### config.mk
export PLATFORM = sky130hd
export DESIGN_NAME = sram_burst_controller_flat
export DESIGN_NICKNAME = d
export VERILOG_FILES = /design/src/rtl/sram_burst_controller_if.sv /design/src/rtl/sram_burst_controller.sv /design/src/flat_wrapper.sv
export SDC_FILE = /design/constraint.sdc
export NUM_CORES = 1
export LEC_CHECK = 0
export CAP_MARGIN = 25
export CORE_MARGIN = 3
export CORE_UTILIZATION = 44
export CTS_BUF_LIST = sky130_fd_sc_hd__clkbuf_16
export DETAILED_ROUTE_END_ITERATION = 8
export MAX_ROUTING_LAYER = met4
export PLACE_DENSITY = 0.9
export SLEW_MARGIN = 40
export SYNTH_ARGS = -nofsm -noshare
export SYNTH_HDL_FRONTEND = slang
export SYNTH_SLANG_ARGS = --single-unit
### constraint.sdc
create_clock -name clk -period 5.1 [get_ports clk]
set_input_delay 0.51 -clock clk [delete_from_list [all_inputs] [get_ports clk]]
set_output_delay 0.51 -clock clk [all_outputs]
set_load 0.02 [all_outputs]
### src/rtl/sram_burst_controller_if.sv
// rtl/sram_burst_controller_if.sv - cache request, write-data, read-return and SRAM bus bundle
interface sram_burst_controller_if #(
    parameter int ADDR_W = 20,
    parameter int DATA_W = 32
);
    localparam int BE_W = DATA_W / 8;

    logic              req_valid;
    logic              req_ready;
    logic              req_rw;
    logic              req_burst;
    logic [ADDR_W-1:0] req_addr;
    logic [BE_W-1:0]   req_be;
    logic [DATA_W-1:0] wdata;
    logic              wdata_ready;
    logic [DATA_W-1:0] rdata;
    logic              rdata_valid;
    logic              done;
    logic              mem_ce;
    logic              mem_we;
    logic [BE_W-1:0]   mem_be;
    logic [ADDR_W-1:0] mem_addr;
    logic [DATA_W-1:0] mem_wdata;
    logic [DATA_W-1:0] mem_rdata;

    modport slave (
        input  req_valid, req_rw, req_burst, req_addr, req_be, wdata, mem_rdata,
        output req_ready, wdata_ready, rdata, rdata_valid, done,
               mem_ce, mem_we, mem_be, mem_addr, mem_wdata
    );

    modport master (
        output req_valid, req_rw, req_burst, req_addr, req_be, wdata, mem_rdata,
        input  req_ready, wdata_ready, rdata, rdata_valid, done,
               mem_ce, mem_we, mem_be, mem_addr, mem_wdata
    );
endinterface

### src/rtl/sram_burst_controller.sv
// rtl/sram_burst_controller.sv - cache-line burst controller for a synchronous byte-write SRAM
module sram_burst_controller #(
    parameter int ADDR_W    = 20,
    parameter int DATA_W    = 32,
    parameter int BURST_LEN = 4,
    parameter int RD_WAIT   = 1,
    parameter int WR_WAIT   = 1
) (
    input logic clk,
    input logic rst,
    sram_burst_controller_if.slave bus
);
    localparam int BE_W  = DATA_W / 8;
    localparam int LB    = $clog2(BURST_LEN);
    localparam int CNT_W = LB + 1;
    localparam int WC_W  = (WR_WAIT > 1) ? $clog2(WR_WAIT) : 1;

    localparam logic [1:0] S_IDLE     = 2'd0;
    localparam logic [1:0] S_RD_ISSUE = 2'd1;
    localparam logic [1:0] S_RD_DRAIN = 2'd2;
    localparam logic [1:0] S_WR       = 2'd3;

    logic [1:0]        state;
    logic [ADDR_W-1:0] base_addr;
    logic              burst_q;
    logic [CNT_W-1:0]  beat;
    logic [CNT_W-1:0]  last_beat;
    logic [WC_W-1:0]   wait_cnt;
    logic [RD_WAIT-1:0] vpipe;
    logic [RD_WAIT-1:0] lpipe;
    logic              rd_done;
    logic [DATA_W-1:0] rdata_q;
    logic              rdata_valid_q;
    logic              mem_ce_q;
    logic              mem_we_q;
    logic [BE_W-1:0]   mem_be_q;
    logic [ADDR_W-1:0] mem_addr_q;
    logic [DATA_W-1:0] mem_wdata_q;

    logic              rd_issue;
    logic              wait_last;
    logic              wr_final;
    logic [CNT_W-1:0]  next_beat;
    logic [ADDR_W-1:0] next_addr;

    // Critical-word-first: only the low log2(BURST_LEN) bits advance and wrap.
    function automatic logic [ADDR_W-1:0] beat_addr(input logic [ADDR_W-1:0] base,
                                                    input logic burst,
                                                    input logic [CNT_W-1:0] idx);
        logic [ADDR_W-1:0] a;
        a = base;
        if (burst)
            a[LB-1:0] = base[LB-1:0] + idx[LB-1:0];
        return a;
    endfunction

    assign rd_issue  = (state == S_RD_ISSUE);
    assign wait_last = (wait_cnt == WC_W'(WR_WAIT - 1));
    assign wr_final  = (state == S_WR) && wait_last && (beat == last_beat);
    assign next_beat = beat + CNT_W'(1);
    assign next_addr = beat_addr(base_addr, burst_q, next_beat);

    assign bus.req_ready   = (state == S_IDLE) && !rst;
    assign bus.wdata_ready = !rst && (((state == S_IDLE) && bus.req_valid && bus.req_rw) ||
                                      ((state == S_WR) && wait_last && (beat != last_beat)));
    assign bus.done        = rd_done || wr_final;
    assign bus.rdata       = rdata_q;
    assign bus.rdata_valid = rdata_valid_q;
    assign bus.mem_ce      = mem_ce_q;
    assign bus.mem_we      = mem_we_q;
    assign bus.mem_be      = mem_be_q;
    assign bus.mem_addr    = mem_addr_q;
    assign bus.mem_wdata   = mem_wdata_q;

    always_ff @(posedge clk or posedge rst) begin
        if (rst) begin
            state         <= S_IDLE;
            base_addr     <= '0;
            burst_q       <= 1'b0;
            beat          <= '0;
            last_beat     <= '0;
            wait_cnt      <= '0;
            vpipe         <= '0;
            lpipe         <= '0;
            rd_done       <= 1'b0;
            rdata_q       <= '0;
            rdata_valid_q <= 1'b0;
            mem_ce_q      <= 1'b0;
            mem_we_q      <= 1'b0;
            mem_be_q      <= '0;
            mem_addr_q    <= '0;
            mem_wdata_q   <= '0;
        end else begin
            // Each issued read address travels RD_WAIT stages to meet its SRAM data.
            vpipe[0] <= rd_issue;
            lpipe[0] <= rd_issue && (beat == last_beat);
            for (int k = 1; k < RD_WAIT; k++) begin
                vpipe[k] <= vpipe[k-1];
                lpipe[k] <= lpipe[k-1];
            end
            rdata_valid_q <= vpipe[RD_WAIT-1];
            rd_done       <= lpipe[RD_WAIT-1];
            if (vpipe[RD_WAIT-1])
                rdata_q <= bus.mem_rdata;

            case (state)
                S_IDLE: begin
                    if (bus.req_valid) begin
                        base_addr  <= bus.req_addr;
                        burst_q    <= bus.req_burst;
                        beat       <= '0;
                        wait_cnt   <= '0;
                        last_beat  <= bus.req_burst ? CNT_W'(BURST_LEN - 1) : '0;
                        mem_addr_q <= bus.req_addr;
                        mem_ce_q   <= 1'b1;
                        if (bus.req_rw) begin
                            state       <= S_WR;
                            mem_we_q    <= 1'b1;
                            mem_be_q    <= bus.req_burst ? '1 : bus.req_be;
                            mem_wdata_q <= bus.wdata;
                        end else begin
                            state    <= S_RD_ISSUE;
                            mem_we_q <= 1'b0;
                            mem_be_q <= '1;
                        end
                    end
                end
                S_RD_ISSUE: begin
                    if (beat == last_beat) begin
                        state    <= S_RD_DRAIN;
                        mem_ce_q <= 1'b0;
                    end else begin
                        beat       <= next_beat;
                        mem_addr_q <= next_addr;
                    end
                end
                S_RD_DRAIN: begin
                    if (rd_done)
                        state <= S_IDLE;
                end
                S_WR: begin
                    if (!wait_last) begin
                        wait_cnt <= wait_cnt + WC_W'(1);
                    end else if (beat == last_beat) begin
                        state    <= S_IDLE;
                        mem_ce_q <= 1'b0;
                        mem_we_q <= 1'b0;
                        mem_be_q <= '0;
                    end else begin
                        beat        <= next_beat;
                        mem_addr_q  <= next_addr;
                        mem_wdata_q <= bus.wdata;
                        wait_cnt    <= '0;
                    end
                end
                default: state <= S_IDLE;
            endcase
        end
    end
endmodule

### src/flat_wrapper.sv
// flat-port wrapper written by rule: the top's interface ports become plain ports
module sram_burst_controller_flat 
#(
    parameter int ADDR_W    = 20,
    parameter int DATA_W    = 32,
    parameter int BURST_LEN = 4,
    parameter int RD_WAIT   = 1,
    parameter int WR_WAIT   = 1
)
  (clk, rst, bus_req_valid, bus_req_rw, bus_req_burst, bus_req_addr, bus_req_be, bus_wdata, bus_mem_rdata, bus_req_ready, bus_wdata_ready, bus_rdata, bus_rdata_valid, bus_done, bus_mem_ce, bus_mem_we, bus_mem_be, bus_mem_addr, bus_mem_wdata);
  sram_burst_controller_if #(.ADDR_W(ADDR_W), .DATA_W(DATA_W)) bus_i ();
  input logic clk;
  input logic rst;
  input wire logic [$bits(bus_i.req_valid)-1:0] bus_req_valid;
  input wire logic [$bits(bus_i.req_rw)-1:0] bus_req_rw;
  input wire logic [$bits(bus_i.req_burst)-1:0] bus_req_burst;
  input wire logic [$bits(bus_i.req_addr)-1:0] bus_req_addr;
  input wire logic [$bits(bus_i.req_be)-1:0] bus_req_be;
  input wire logic [$bits(bus_i.wdata)-1:0] bus_wdata;
  input wire logic [$bits(bus_i.mem_rdata)-1:0] bus_mem_rdata;
  output wire logic [$bits(bus_i.req_ready)-1:0] bus_req_ready;
  output wire logic [$bits(bus_i.wdata_ready)-1:0] bus_wdata_ready;
  output wire logic [$bits(bus_i.rdata)-1:0] bus_rdata;
  output wire logic [$bits(bus_i.rdata_valid)-1:0] bus_rdata_valid;
  output wire logic [$bits(bus_i.done)-1:0] bus_done;
  output wire logic [$bits(bus_i.mem_ce)-1:0] bus_mem_ce;
  output wire logic [$bits(bus_i.mem_we)-1:0] bus_mem_we;
  output wire logic [$bits(bus_i.mem_be)-1:0] bus_mem_be;
  output wire logic [$bits(bus_i.mem_addr)-1:0] bus_mem_addr;
  output wire logic [$bits(bus_i.mem_wdata)-1:0] bus_mem_wdata;
  assign bus_i.req_valid = bus_req_valid;
  assign bus_i.req_rw = bus_req_rw;
  assign bus_i.req_burst = bus_req_burst;
  assign bus_i.req_addr = bus_req_addr;
  assign bus_i.req_be = bus_req_be;
  assign bus_i.wdata = bus_wdata;
  assign bus_i.mem_rdata = bus_mem_rdata;
  assign bus_req_ready = bus_i.req_ready;
  assign bus_wdata_ready = bus_i.wdata_ready;
  assign bus_rdata = bus_i.rdata;
  assign bus_rdata_valid = bus_i.rdata_valid;
  assign bus_done = bus_i.done;
  assign bus_mem_ce = bus_i.mem_ce;
  assign bus_mem_we = bus_i.mem_we;
  assign bus_mem_be = bus_i.mem_be;
  assign bus_mem_addr = bus_i.mem_addr;
  assign bus_mem_wdata = bus_i.mem_wdata;
  sram_burst_controller #(.ADDR_W(ADDR_W), .DATA_W(DATA_W), .BURST_LEN(BURST_LEN), .RD_WAIT(RD_WAIT), .WR_WAIT(WR_WAIT)) u_core (.clk(clk), .rst(rst), .bus(bus_i));
endmodule
==> run_results.csv <==
group,metric,value,unit
outcome,status,"complete, no violations",
cells_and_area,drive_gt1_share,31.1,%
place,numPortBuffers,186,
hold_path,min_from,"u_core.lpipe",
worst_setup_path,start_kind,"register",
clocking,post-cts-setup-buffer-count,0,
clocking,cts_made_buffers,17,
sta,fin_worst_skew,0.00830,ns
power_and_ir_drop,switching_share,20.7,%
worst_setup_path,r2r_end,"u_core.bus.mem_wdata[23]",
power_and_ir_drop,p_leak,3.44,nW
cells_and_area,area_delta_synth_final,51.6,%
detailed_routing,vias,3344,
worst_setup_path,cp_max_fo,22,
power_and_ir_drop,powerDensity,307,nW/um^2
power_and_ir_drop,internal_power,1.83,mW
power_and_ir_drop,p_clk_share,50.4,%
sta,report.final.setup_viol,0,
clocking,cts.sinks,120,
sta,max_freq,327,MHz
place,gp_congestion,0.841,
power_and_ir_drop,power_frac_seq,42.3,%
die,io_pins,187,
cells_and_area,diodes,0,
yosys,syn_inst,328,
global_routing,grt_max_degree,85,
cells_and_area,mostFrequentLayoutCells,"clkdlybuf4s50_1 (186), mux2_2 (126), dfrtp_1 (120)",
worst_setup_path,worstPathArrival,2.54,ns
clocking,root_buffer,"clkbuf_16",
detailed_routing,drt_iter0_drc,90,
yosys,synth_area_leaders,"dfrtp_1 (61%), mux2_2 (29%), ha_1 (1.8%), buf_6 (1.1%), inv_1 (0.91%)",
yosys,syn_nets,428,
worst_setup_path,critPathKind,"reg -> out",
yosys,synth_top_area_share,60.6,%
worst_setup_path,worstRegToRegCells,4,
detailed_routing,viasPerCell,4.96,
yosys,avgSynthCellArea,15.1,sq um
sta,finalMaxSlewViolations,0,
clocking,cts_tree,"built",
global_routing,gr-total-overflow,0,
worst_setup_path,cp-end-kind,"output pin",
yosys,ys_seq_area_share,60.6,%
worst_setup_path,rrSetupSlack,2.75,ns
die,die_h,112,microns
sta,maxSlewHeadroom,49.8,%
sta,fin_tns_setup,0,ns
worst_setup_path,crit_end,"bus_wdata_ready",
yosys,yosysUniqueCellTypes,31,
global_routing,grt_pass1_wl,18.6,mm
sta,rsz0062_at_grt,"no",
power_and_ir_drop,switching_power,0.477,mW
detailed_routing,wl,11.4,mm
die,core-area,10900,sq um
sta,hold_viol,0,
power_and_ir_drop,ir_drop,0.231,mV
clocking,cts.path.max_buffers,2,
die,initial_utilization,45.3,%
detailed_routing,wire_per_inst,16.9,microns
global_routing,grt_use_total,19.0,%
yosys,yosys_warnings,0,
sta,fin_crit,3.05,ns
yosys,yosys.area.top_type,"dfrtp_1",
clocking,clk_pin_slew,0.05,ns
cells_and_area,fin_nets,622,
sta,hold-worst-slack,0.357,ns
die,die_w,112,microns
clocking,cts_resized,0,
die,fp.dieArea,12600,sq um
detailed_routing,drtPass1Iterations,4,
sta,fin_crit_sh,59.9,%
worst_setup_path,cp-startpoint,"u_core.state[0]",
worst_setup_path,rr_startpoint,"u_core.beat[0]",
worst_setup_path,required,4.59,ns
cells_and_area,mostFrequentLayoutCell,"clkdlybuf4s50_1",
clocking,htree_levels,4,
clocking,clkLatencyLatePin,0.40,ns
run,drv_cap,0,
detailed_routing,drcViolationCount,0,
power_and_ir_drop,pwr-share-comb,7.3,%
die,num_rows,38,
sta,worst_pin_slew,0.749,ns
global_routing,first_global_vias,3639,
detailed_routing,ant_nets,0,
hold_path,hold_path_class,"reg -> reg",
clocking,cts_hold_buffers,0,
place,dpl.hpwl,8.27,mm
yosys,synth_seq_cells,120,
yosys,syn_area,4960,sq um
global_routing,antenna_found_initial,0,
per-layer routing:
layer / vias up / track usage (%) / part of all wire, % / wire length [microns]
met5: - / - / 0 / 0
met4: 0 / 4.17 / 0.77 / 88
met3: 14 / 6.04 / 6.7 / 769
met2: 127 / 31.7 / 51 / 5790
met1: 1653 / 22.7 / 42 / 4760
li1: 1550 / - / - / -
cell usage after synthesis, drive strengths merged:
library cell and n:
a211oi 2, a21o 3, a21oi 3, a221o 1
a2bb2oi 1, and2 1, and4b 1, buf 13
clkbuf 1, dfrtp 120, ha 7, inv 12
mux2 126, mux2i 4, nand2 5, nand2b 1
nand3 1, nor2 8, nor2b 2, nor3 2
o21ai 5, o22ai 5, or3 2, or3b 1
xor2 1
per-stage QoR:
step | instances | util [%] | area [sq um] | total power [mW] | setup WS [ns]
2_1_floorplan | 328 | - | 4960 | 1.05 | 1.40
3_3_place_gp | 643 | 63.3 | 6930 | 1.16 | 1.95
3_5_place_dp | 643 | 63.4 | 6930 | 1.16 | 2.21
4_1_cts | 674 | 68.7 | 7520 | 2.34 | 2.00
5_1_grt | 674 | 68.7 | 7520 | 2.39 | 1.85
6_report | 674 | 68.7 | 7520 | 2.31 | 2.05
final cells by class:
cell class | instances | area [sq um]
inverter | 12 | 50.0
timing repair buffer | 189 | 1880
multi-input combinational | 182 | 1820
fill | 767 | 3420
clock inverter | 14 | 159
sequential | 120 | 3000
clock buffer | 17 | 425
tap | 140 | 175
critical path: stages, from the launching register on:
cell and delay [ns]:
dfrtp_1 0.43, inv_1 0.15, ha_1 0.24, nand2_2 0.35, a2bb2oi_1 0.26, nor2_1 0.10
clkdlybuf4s50_1 0.63
worst min-delay path by stage:
stage	endpoint	slack, ns	depth (start not counted)
2_1_floorplan	u_core.rd_done	0.33	0
6_report	u_core.rd_done	0.36	0
5_1_grt	u_core.rd_done	0.37	0
3_5_place_dp	u_core.rd_done	0.34	0
3_3_place_gp	u_core.rd_done	0.34	0
4_1_cts	u_core.rd_done	0.36	0
power groups by stage:
stage,logic [mW],clock network [mW],registers (mW)
CTS,0.172,1.19,0.976
floorplan,0.0359,0,1.01
global placement,0.166,0,0.991
global route,0.181,1.23,0.978
detailed placement,0.170,0,0.992
finish,0.169,1.16,0.976
state kept, by name, indices dropped and copies added (netlist names):
name / flops
u_core.bus.mem_we: 1
u_core.bus.mem_be: 4
u_core.lpipe: 1
u_core.bus.rdata_valid: 1
u_core.last_beat: 1
u_core.bus.mem_wdata: 32
u_core.bus.mem_addr: 20
u_core.bus.mem_ce: 1
u_core.vpipe: 1
u_core.bus.rdata: 32
u_core.base_addr: 20
u_core.rd_done: 1
u_core.beat: 3
u_core.state: 2
cell families (layout without fill, tap and decap cells):
| group | Yosys count | count (layout) | share of synthesized area (%) |
|---|---|---|---|
| xor gates and xnor gates | 1 | 1 | 0.177 |
| and+or+nand+nor | 24 | 24 | 2.57 |
| AOI/OAI and AO/OA | 20 | 20 | 2.70 |
| DFF | 120 | 120 | 60.6 |
| muxes | 130 | 130 | 29.4 |
| adders and majority gates | 7 | 7 | 1.77 |
| buffers and inverters | 26 | 232 | 2.80 |
(Power assumes the default switching activity.)
